### src/rtl/pj_bus_pkg.sv
// picoJava-II bus encodings shared by the bus slaves.
// Holds transaction type, size and ack codes plus the slave FSM states.
package pj_bus_pkg;

  localparam logic [3:0] TYPE_RD   = 4'b0000;
  localparam logic [3:0] TYPE_WR   = 4'b0001;
  localparam logic [3:0] TYPE_LINE = 4'b0100;

  localparam logic [1:0] SIZE_BYTE = 2'b00;
  localparam logic [1:0] SIZE_HALF = 2'b01;
  localparam logic [1:0] SIZE_WORD = 2'b10;
  localparam logic [1:0] SIZE_BAD  = 2'b11;

  localparam logic [1:0] ACK_NONE = 2'b00;
  localparam logic [1:0] ACK_OK   = 2'b01;
  localparam logic [1:0] ACK_ERR  = 2'b10;

  localparam int LINE_LEN = 4;

  typedef enum logic [2:0] {
    ST_IDLE,
    ST_WAIT,
    ST_ACC,
    ST_RESP,
    ST_ERR
  } state_t;

endpackage

### src/rtl/pj_req_decode.sv
// Combinational request check and big-endian byte-lane decode.
// In: addr[29:0], typ[3:0], size[1:0]. Out: err, be[3:0], is_write, is_line.
module pj_req_decode
  import pj_bus_pkg::*;
#(
  parameter int AW = 16
) (
  input  logic [29:0] addr,
  input  logic [3:0]  typ,
  input  logic [1:0]  size,
  output logic        err,
  output logic [3:0]  be,
  output logic        is_write,
  output logic        is_line
);

  logic bad_type;
  logic bad_size;
  logic misalign;
  logic out_of_range;
  logic line_not_word;

  // Anything above the implemented word space is a decode miss.
  assign out_of_range = |(addr >> (AW + 2));

  always_comb begin
    is_write = 1'b0;
    is_line  = 1'b0;
    bad_type = 1'b0;
    unique case (typ)
      TYPE_RD:   bad_type = 1'b0;
      TYPE_WR:   is_write = 1'b1;
      TYPE_LINE: is_line  = 1'b1;
      default:   bad_type = 1'b1;
    endcase
  end

  always_comb begin
    be       = 4'b0000;
    misalign = 1'b0;
    bad_size = 1'b0;
    unique case (size)
      SIZE_BYTE: be = 4'b1000 >> addr[1:0];
      SIZE_HALF: begin
        misalign = addr[0];
        be       = addr[1] ? 4'b0011 : 4'b1100;
      end
      SIZE_WORD: begin
        misalign = |addr[1:0];
        be       = 4'b1111;
      end
      default:   bad_size = 1'b1;
    endcase
  end

  assign line_not_word = is_line && (size != SIZE_WORD);

  assign err = bad_type | bad_size | misalign
             | line_not_word | out_of_range;

endmodule

### src/rtl/pj_mem_slave.sv
// picoJava-II bus memory slave over a single-port synchronous SRAM.
// Bus: pj_addr/type/size/tv/ale/data_out in, pj_ack/pj_data_in out.
// SRAM: mem_cs/we/be/addr/wdata out, mem_rdata in (one-cycle latency).
module pj_mem_slave
  import pj_bus_pkg::*;
#(
  parameter int MEM_AW      = 16,
  parameter int WAIT_STATES = 1
) (
  input  logic              clk,
  input  logic              reset,
  input  logic [29:0]       pj_addr,
  input  logic [31:0]       pj_data_out,
  input  logic              pj_tv,
  input  logic              pj_ale,
  input  logic [3:0]        pj_type,
  input  logic [1:0]        pj_size,
  output logic [1:0]        pj_ack,
  output logic [31:0]       pj_data_in,
  output logic              mem_cs,
  output logic              mem_we,
  output logic [3:0]        mem_be,
  output logic [MEM_AW-1:0] mem_addr,
  output logic [31:0]       mem_wdata,
  input  logic [31:0]       mem_rdata
);

  // The counter is loaded with W-1 so WAIT lasts exactly W cycles.
  localparam logic [3:0] WAIT_LOAD =
    (WAIT_STATES > 0) ? 4'(WAIT_STATES - 1) : 4'd0;

  localparam logic [1:0] LAST_BEAT = 2'(LINE_LEN - 1);

  state_t            state;
  logic [3:0]        wait_cnt;
  logic [1:0]        beat;
  logic [MEM_AW-1:0] addr_q;
  logic [31:0]       wdata_q;
  logic [3:0]        be_q;
  logic              write_q;
  logic              line_q;

  logic              dec_err;
  logic [3:0]        dec_be;
  logic              dec_write;
  logic              dec_line;

  logic              issue;
  logic [1:0]        word_off;
  logic [1:0]        word_lo;
  logic [MEM_AW-1:0] word_addr;

  pj_req_decode #(
    .AW(MEM_AW)
  ) u_dec (
    .addr     (pj_addr),
    .typ      (pj_type),
    .size     (pj_size),
    .err      (dec_err),
    .be       (dec_be),
    .is_write (dec_write),
    .is_line  (dec_line)
  );

  always_ff @(posedge clk or posedge reset) begin
    if (reset) begin
      state    <= ST_IDLE;
      wait_cnt <= 4'd0;
      beat     <= 2'd0;
      addr_q   <= '0;
      wdata_q  <= 32'd0;
      be_q     <= 4'd0;
      write_q  <= 1'b0;
      line_q   <= 1'b0;
    end else begin
      unique case (state)
        ST_IDLE: begin
          beat <= 2'd0;
          if (pj_tv && pj_ale) begin
            addr_q  <= pj_addr[MEM_AW+1:2];
            wdata_q <= pj_data_out;
            be_q    <= dec_be;
            write_q <= dec_write;
            line_q  <= dec_line;
            if (dec_err) begin
              state <= ST_ERR;
            end else if (WAIT_STATES == 0) begin
              state <= ST_ACC;
            end else begin
              state    <= ST_WAIT;
              wait_cnt <= WAIT_LOAD;
            end
          end
        end
        ST_WAIT: begin
          if (!pj_tv) begin
            state    <= ST_IDLE;
            wait_cnt <= 4'd0;
          end else if (wait_cnt == 4'd0) begin
            state <= ST_ACC;
          end else begin
            wait_cnt <= wait_cnt - 4'd1;
          end
        end
        ST_ACC: begin
          state <= pj_tv ? ST_RESP : ST_IDLE;
        end
        ST_RESP: begin
          if (pj_tv && line_q && beat != LAST_BEAT) begin
            beat <= beat + 2'd1;
          end else begin
            state <= ST_IDLE;
            beat  <= 2'd0;
          end
        end
        ST_ERR: begin
          state <= ST_IDLE;
        end
        default: begin
          state <= ST_IDLE;
        end
      endcase
    end
  end

  // RESP acks beat k while already fetching beat k+1, so the
  // SRAM word offset runs one ahead of the ack counter there.
  assign issue = (state == ST_ACC)
              || (state == ST_RESP && line_q
                  && beat != LAST_BEAT);

  assign word_off  = (state == ST_RESP) ? beat + 2'd1 : beat;
  assign word_lo   = addr_q[1:0] + word_off;
  assign word_addr = {addr_q[MEM_AW-1:2], word_lo};

  assign mem_cs    = issue;
  assign mem_we    = (state == ST_ACC) && write_q;
  assign mem_be    = issue ? be_q : 4'd0;
  assign mem_addr  = issue ? word_addr : '0;
  assign mem_wdata = mem_we ? wdata_q : 32'd0;

  always_comb begin
    pj_ack = ACK_NONE;
    if (state == ST_RESP) pj_ack = ACK_OK;
    if (state == ST_ERR)  pj_ack = ACK_ERR;
  end

  assign pj_data_in = (state == ST_RESP && !write_q)
                    ? mem_rdata : 32'd0;

endmodule

### config.mk
export PLATFORM = sky130hd
export DESIGN_NAME = pj_mem_slave
export DESIGN_NICKNAME = d
export VERILOG_FILES = /design/src/rtl/pj_bus_pkg.sv /design/src/rtl/pj_req_decode.sv /design/src/rtl/pj_mem_slave.sv
export SDC_FILE = /design/constraint.sdc
export NUM_CORES = 1
export LEC_CHECK = 0
export CORE_ASPECT_RATIO = 2
export CORE_MARGIN = 4
export CORE_UTILIZATION = 42
export CTS_CLUSTER_DIAMETER = 60
export DETAILED_ROUTE_END_ITERATION = 10
export PLACE_DENSITY = 0.87
export SKIP_CTS_REPAIR_TIMING = 1
export SKIP_LAST_GASP = 1
export SYNTH_ARGS = -nofsm -noshare
export SYNTH_HDL_FRONTEND = slang
export SYNTH_HIERARCHICAL = 1
export SYNTH_SLANG_ARGS = --single-unit
### constraint.sdc
create_clock -name clk -period 4.75 [get_ports clk]
set_input_delay 0.95 -clock clk [delete_from_list [all_inputs] [get_ports clk]]
set_output_delay 0.95 -clock clk [all_outputs]
set_load 0.01 [all_outputs]
-- Word-level counts from Yosys, hierarchy flattened
Cells that the tools add are included.
- bits in registers: 63
- output and inout bits: 88
- word-level logic and storage cells: 82
- add/subtract/negate cells: 3
- equal/unequal tests: 15
- shift operators: 1
- muxes and demuxes: 28
- bitwise gates (word level): 4
- reductions and logical operators: 23
- operators by type and width (cell ; number):
    32-bit two-way mux ; 2
    4-bit two-way mux ; 6
    16-bit two-way mux ; 1
    3-bit two-way mux ; 5
    3-bit one-hot mux with 4 select lines ; 1
    4-bit one-hot mux with 3 select lines ; 1
    12-bit OR reduction ; 1
    2-bit inequality test (second input constant) ; 5
    1-bit logical AND ; 8
    4-bit logical NOT ; 2
    2-bit two-way mux ; 4
    4-bit one-hot mux with 2 select lines ; 1
    3-bit by 2-bit equality test with 1-bit output (second input constant) ; 2
    3-bit inequality test (second input constant) ; 2
    3-bit OR reduction ; 2
    1-bit two-way mux ; 5
    4-bit by 1-bit equality test with 1-bit output (second input constant) ; 1
    4-bit by 3-bit equality test with 1-bit output (second input constant) ; 1
    1-bit OR ; 4
    2-bit one-hot mux with 2 select lines ; 1
    4-bit AND reduction ; 1
    2-bit nonzero test ; 2
    4-bit by 2-bit >> shifter with 4-bit output (first input constant) ; 1
    4-bit by 1-bit subtractor with 4-bit output (second input constant) ; 1
    other kinds (14) ; 14

-- Depth between registers and ports, before layout
Gate-level depths: netlist (run 1).
- depth in word-level cells: 10
- gate-level depth with buffers: 8
- depth with buffers taken out: 8

-- Cells and area by module
The synthesis (run 1) kept the hierarchy.
- by module, submodules not included (module ; instances ; cells an instance ; area each (µm²) ; sequential area each (µm²)):
    pj_mem_slave ; 1 ; 278 ; 3219.3 ; 1576.5
    pj_req_decode ; 1 ; 29 ; 190.2 ; 0.0

-- Worst setup path before layout (run 1)
Ideal clock, no wire load.
- path kind: flip-flop to output port
- start point: register state[0]
- end point: output port mem_addr[1]
- data arrival time: 1.713 ns
- required time: 3.800 ns
- setup slack: 2.087 ns
- cell stages (with the launch flop): 9
- buffers on the path: 2
- cell sequence: dfrtp_1 buf_2 and3b_1 clkbuf_1 xnor2_1 ha_1 xor2_1 o211ai_1 mux2i_1
- longest elaborated chain between the ends: 5
- elaborated cells on any way between the ends: 8
- RTL lines (what ; line ; source):
    start: declaration ; pj_mem_slave.sv:34 ; state_t state;
    start signal: assignment ; pj_mem_slave.sv:106 ; state <= pj_tv ? ST_RESP : ST_IDLE;
    branches (longest 4 deep; another with 2-bit adder) ; - ;
    16-bit two-way mux * ; pj_mem_slave.sv:139 ; assign mem_addr = issue ? word_addr : '0;
    end: declaration ; pj_mem_slave.sv:23 ; output logic [MEM_AW-1:0] mem_addr,
Every way passes the cells marked *.

-- Worst setup path after layout (run 1)
Ends and elaborated chain as after synthesis.

==> results_dict.tcl, run 1 <==
set metrics [dict create \
    ys_seq_elements 63 \
    min_path_type "register to register" \
    drcViolationCount 0 \
    synth_edf_count 0 \
    worstSetupPathType "register to primary output" \
    core_area_um2 7940 \
    relSlewSlack_pct 38.2 \
    fmax_mhz 275 \
    p_seq_share_pct 43.8 \
    hold_violations 0 \
    grt_pass1_vias 3191 \
    drive_gt1_share_pct 15.1 \
    drt_first_iter_violations 126 \
    antenna_found_initial 0 \
    design.die.area_um2 9710 \
    ios 192 \
    yosys.area.top_type "dfrtp_1" \
    setup.worst_path.end "mem_addr[1]" \
    clock-sinks 63 \
    viasPerCell 5.03 \
    syn_inst 307 \
    wirelength_um 10400 \
    endpoint_kind "primary output" \
    switchingPower_w 0.000325 \
    switching_share_pct 21.5 \
    cts_buffer_depth 2 \
    ir_drop_uv 284 \
    rsz0062_at_grt "false" \
    h-tree-depth 3 \
    drt.antenna.violating_nets 0 \
    antenna_cells 0 \
    clk_latency_ns 0.32 \
    cts_buffers 9 \
    start_util_pct 42.9 \
    grt_pass1_wl_um 15800 \
    synthDistinctLibCells 39 \
    holdWs_ns 0.493 \
    critPathMaxFanout 10 \
    tightest_slew_ns 0.927 \
    vias 3009 \
    critical_path.startpoint_type "register" \
    rr_worst_depth 4 \
    timing.rr.start "state[2]" \
    layout-area-overhead-vs-synth_pct 66.1 \
    io_buffers 191 \
    routabilityCongestion 0.862 \
    clockPowerShare_pct 42.0 \
    ys_warn_count 6 \
    fin_tns_setup_ns 0 \
    hpwlAfterDp_um 8190 \
    reg2reg_to "wdata_q[24]" \
    gr-total-overflow 0 \
    ys_top_cells_by_area "dfrtp_1 46%, mux2_2 18%, and2_1 15%" \
    seqCellArea_um2 1580 \
    clockRootBuffer "clkbuf_16" \
    p_int_w 0.00119 \
    worstPathRequired_ns 3.80 \
    grt_util_all_layers_pct 21.5 \
    grt_max_degree 40 \
    status "finished, final reports clean" \
    avgRoutedWirePerCell_um 17.4 \
    syn_nets 419 \
    row_count 46 \
    power_density_nw_per_um2 267 \
    combPwrFrac_pct 14.2 \
    die-width_um 71.7 \
    async_reset_ff_share_pct 100 \
    synth_flop_cell "dfrtp_1" \
    post-route-min-period_ns 3.64 \
    fin_worst_skew_ns 0.00267 \
    synth-seq-area-share_pct 46.2 \
    cts_tree "built" \
    synth_top_area_share_pct 46.2 \
    nets 609 \
    regToRegSetupSlack_ns 2.79 \
    multi_input_area_um2 1680 \
    dr.pass1.iters 4 \
    fillCellCount 602 \
    die_y_um 135 \
    slew_viol_final 0 \
    clk_pin_slew_ns 0.05 \
    period_share_pct 76.6 \
    syn_avg_cell_area_um2 11.1 \
    cap_violations 0 \
    arrival_ns 2.69 \
    synth_area_um2 3410 \
    setup_viol 0 \
    p_leak_nw 2.38 \
    cp-startpoint "state[0]" \
]
## cell type report
class                           count  area share (%)
Timing Repair Buffer              195            34.3
Multi-Input combinational cell    213            29.6
Sequential cell                    63            27.8
Clock buffer                       12            4.35
Tap cell                           96            2.12
Inverter                           15           0.994
Clock inverter                      4           0.795
## stage by stage
stage	cell area, um^2	power, W	instances	utilization [%]	worst slack (ns)
finish	5660	0.00151	598	71.3	1.11
global route	5660	0.00157	598	71.3	0.914
CTS	5660	0.00153	598	71.3	1.03
detailed placement	5370	0.000886	582	67.6	1.39
global placement	5370	0.000872	582	67.6	1.41
floorplan	3410	0.000764	307	-	2.09
## how the worst min path moves through the flow
stage / startpoint / end / cells past startpoint
4_1_cts: addr_q[13] / addr_q[13] / 1
3_5_place_dp: wait_cnt[0] / wait_cnt[0] / 1
2_1_floorplan: wait_cnt[0] / wait_cnt[0] / 1
3_3_place_gp: wait_cnt[0] / wait_cnt[0] / 1
5_1_grt: wdata_q[11] / wdata_q[11] / 1
6_report: wdata_q[26] / wdata_q[26] / 1
## critical path, cell delays in order, from the launching register on
cell and delay [ns]:
dfrtp_1 0.53, and3b_1 0.33, xnor2_1 0.17, ha_1 0.23, xor2_1 0.15, o211ai_1 0.11, mux2i_1 0.24, clkdlybuf4s50_1 0.59
## power groups by stage
stage / sequential, W / combinational, W / clock [W]
floorplan: 0.000650 / 0.000113 / 0
global placement: 0.000665 / 0.000207 / 0
detailed placement: 0.000670 / 0.000216 / 0
CTS: 0.000662 / 0.000217 / 0.000651
global route: 0.000671 / 0.000232 / 0.000671
finish: 0.000662 / 0.000214 / 0.000634
## logic make-up after synthesis
family	Yosys count	share of synthesized area [%]
XOR/XNOR	3	0.771
buffers and inverters	31	4.59
adder cells (fa/ha/maj)	8	2.94
multiplexers	57	18.7
flip-flops	63	46.2
AND/OR/NAND/NOR	119	21.9
AO/OA/AOI/OAI	26	4.81
## metal layers
metal | wire length [um] | GRT usage, % | share of wire, %
met3 | 900 | 6.02 | 8.7
met5 | 0 | 0 | 0
met2 | 5780 | 40.6 | 56
met1 | 3300 | 19.9 | 32
met4 | 403 | 11.6 | 3.9
## Yosys cell counts (all sizes together), types with 4 or more instances
cell,n
and2,83
dfrtp,63
mux2,54
inv,15
clkbuf,9
a21oi,8
ha,8
buf,7
nor2b,6
o21ai,5
nand2,4
nor2,4
nor4,4
## cells in the final DEF (no fill, tap or decap), types with 2 or more instances in the layout
master and n:
clkbuf_16 9, inv_1 14, a221oi_1 3, nand2_1 4, clkbuf_1 2, mux2i_1 3, mux2_2 54, a21oi_1 8
clkinv_2 3, clkdlybuf4s50_1 191, o21ai_0 5, nor2b_1 6, nor4_1 4, o211ai_1 3, and2_1 83, buf_4 4
nor4b_1 2, nand3_1 3, ha_1 8, xnor2_1 2, o22ai_1 3, nor2_1 4, dfrtp_1 63
## flip-flops by register name (all words and copies together) (netlist names)
| name | flops |
|---|---|
| addr_q | 16 |
| be_q | 4 |
| beat | 2 |
| line_q | 1 |
| state | 3 |
| wait_cnt | 4 |
| wdata_q | 32 |
| write_q | 1 |
No activity file was read; power rests on OpenSTA's default activity.
==> run 2, diff against run 1 <==
Settings changed: CORE_UTILIZATION 42 to 39, PLACE_DENSITY 0.87 to 0.81.
Clock period 4.75 ns to 3.4 ns, I/O delays scaled along.
==> results_dict.tcl, run 2 (synthesized netlist as in run 1, its figures left out) <==
set metrics [dict create \
    nets 610 \
    start_util_pct 39.7 \
    min_path_type "register to register" \
    setup_viol 0 \
    grt_pass1_wl_um 15700 \
    rr_worst_depth 4 \
    tightest_slew_ns 0.689 \
    timing.rr.start "state[1]" \
    critPathMaxFanout 10 \
    reg_top3 "wdata_q (32), addr_q (16)" \
    routabilityCongestion 0.786 \
    arrival_ns 2.53 \
    cp_num_cells 7 \
    cts_buffers 9 \
    avgRoutedWirePerCell_um 17.4 \
    grt_util_all_layers_pct 20.0 \
    ir_drop_uv 371 \
    design.die.area_um2 10400 \
    min_from "wait_cnt[0]" \
    largest_register_ffs 32 \
    layout.cells.most_common "clkdlybuf4s50_1" \
    dpl_worst_slack_ns 0.529 \
    clk_latency_ns 0.32 \
    cap_violations 0 \
    dr.pass1.iters 4 \
    drt_first_iter_violations 101 \
    final.setup.worst_slack_ns 0.191 \
    cp_slowest_cell "clkdlybuf4s50_1" \
    critical_path.startpoint_type "register" \
    clock-sinks 63 \
    antenna_found_initial 0 \
    period_share_pct 94.4 \
    rsz0062_at_grt "false" \
    drcViolationCount 0 \
    hpwlAfterDp_um 8440 \
    clockRootBuffer "clkbuf_16" \
    relSlewSlack_pct 54.0 \
    fmax_mhz 312 \
    grt_max_degree 34 \
    cts_tree "built" \
    slew_viol_final 0 \
    postLayoutCoreUtil_pct 65.8 \
    wirelength_um 10400 \
    core_area_um2 8590 \
    cts_buffer_depth 2 \
    critPathMaxStageDelay_ns 0.57 \
    fin_worst_skew_ns 0.00452 \
    fin_tns_setup_ns 0 \
    viasPerCell 5.00 \
    antenna_cells 0 \
    row_count 48 \
    p_total_w 0.00201 \
    drive_gt1_share_pct 15.0 \
    ios 192 \
    grt_pass1_vias 3181 \
    crit_chain "and3b_1 > xnor2_1 > ha_1 > xor2_1 > o211ai_1 > mux2i_1 > clkdlybuf4s50_1" \
    h-tree-depth 3 \
    drt.antenna.violating_nets 0 \
    crit_family "buffers and inverters" \
    worstPathRequired_ns 2.72 \
    cp-startpoint "state[0]" \
    holdWs_ns 0.490 \
    largest_register "wdata_q" \
    reg2reg_to "addr_q[7]" \
    vias 3001 \
    hold_violations 0 \
    final_cell_mix "191 x clkdlybuf4s50_1, 83 x and2_1, 63 x dfrtp_1, 54 x mux2_2, 14 x inv_1" \
    power_density_nw_per_um2 356 \
    fillCellCount 683 \
    die_y_um 140 \
    endpoint_kind "primary output" \
    layout-area-overhead-vs-synth_pct 65.7 \
    worstSetupPathType "register to primary output" \
    gr-total-overflow 0 \
    regToRegSetupSlack_ns 1.48 \
    status "finished, final reports clean" \
    holdPathEnd "wait_cnt[0]" \
    die-width_um 74.1 \
    post-route-min-period_ns 3.21 \
    p_leak_nw 2.37 \
    clk_pin_slew_ns 0.05 \
    hold_depth 1 \
    io_buffers 191 \
    path_buf_inv 1 \
]
run 2: changes by cell type in the layout (fill, tap and decap cells not counted), sizes merged:
| cell | delta |
|---|---|
| buf | +1 |
| clkinv | -1 |
| clkbuf | -1 |
| bufinv | -1 |
run 2: worst max-delay path by stage:
stage                        to  slack, ns
finish              mem_addr[1]       0.19
floorplan           mem_addr[1]       1.01
detailed placement  mem_addr[1]       0.53
global route        mem_addr[1]       0.03
CTS                 mem_addr[1]       0.15
global placement    mem_addr[1]       0.58
run 2: power breakdown:
| group | leakage (nW) | internal [W] | switching, W |
|---|---|---|---|
| Combinational | 1.47 | 0.000210 | 0.0000888 |
| Sequential | 0.768 | 0.000864 | 0.0000537 |
| Clock | 0.127 | 0.000497 | 0.000298 |
| Total | 2.37 | 0.00157 | 0.000441 |
run 2: stage by stage:
| stage | area, um^2 | std cells |
|---|---|---|
| 6_report | 5650 | 600 |
| 5_1_grt | 5650 | 600 |
| 4_1_cts | 5650 | 600 |
| 3_5_place_dp | 5400 | 587 |
| 3_3_place_gp | 5400 | 587 |
| 2_1_floorplan | 3410 | 307 |
run 2: layout make-up:
class,instances,area [um^2],share of cell area (%)
inverter,15,56.3,0.997
multi-input combinational,213,1680,29.7
clock buffer,11,243,4.30
tap,100,125,2.21
sequential,63,1580,27.9
clock inverter,2,10.0,0.177
timing repair buffer,196,1960,34.7
run 2: layer usage:
layer,wire (um),part of all wire (%),vias up,global-route usage [%]
met5,0,0,-,0
met4,397,3.8,0,9.65
met1,3200,31,1408,18.3
met2,5930,57,147,38.4
met3,900,8.6,29,4.96
li1,-,-,1417,-
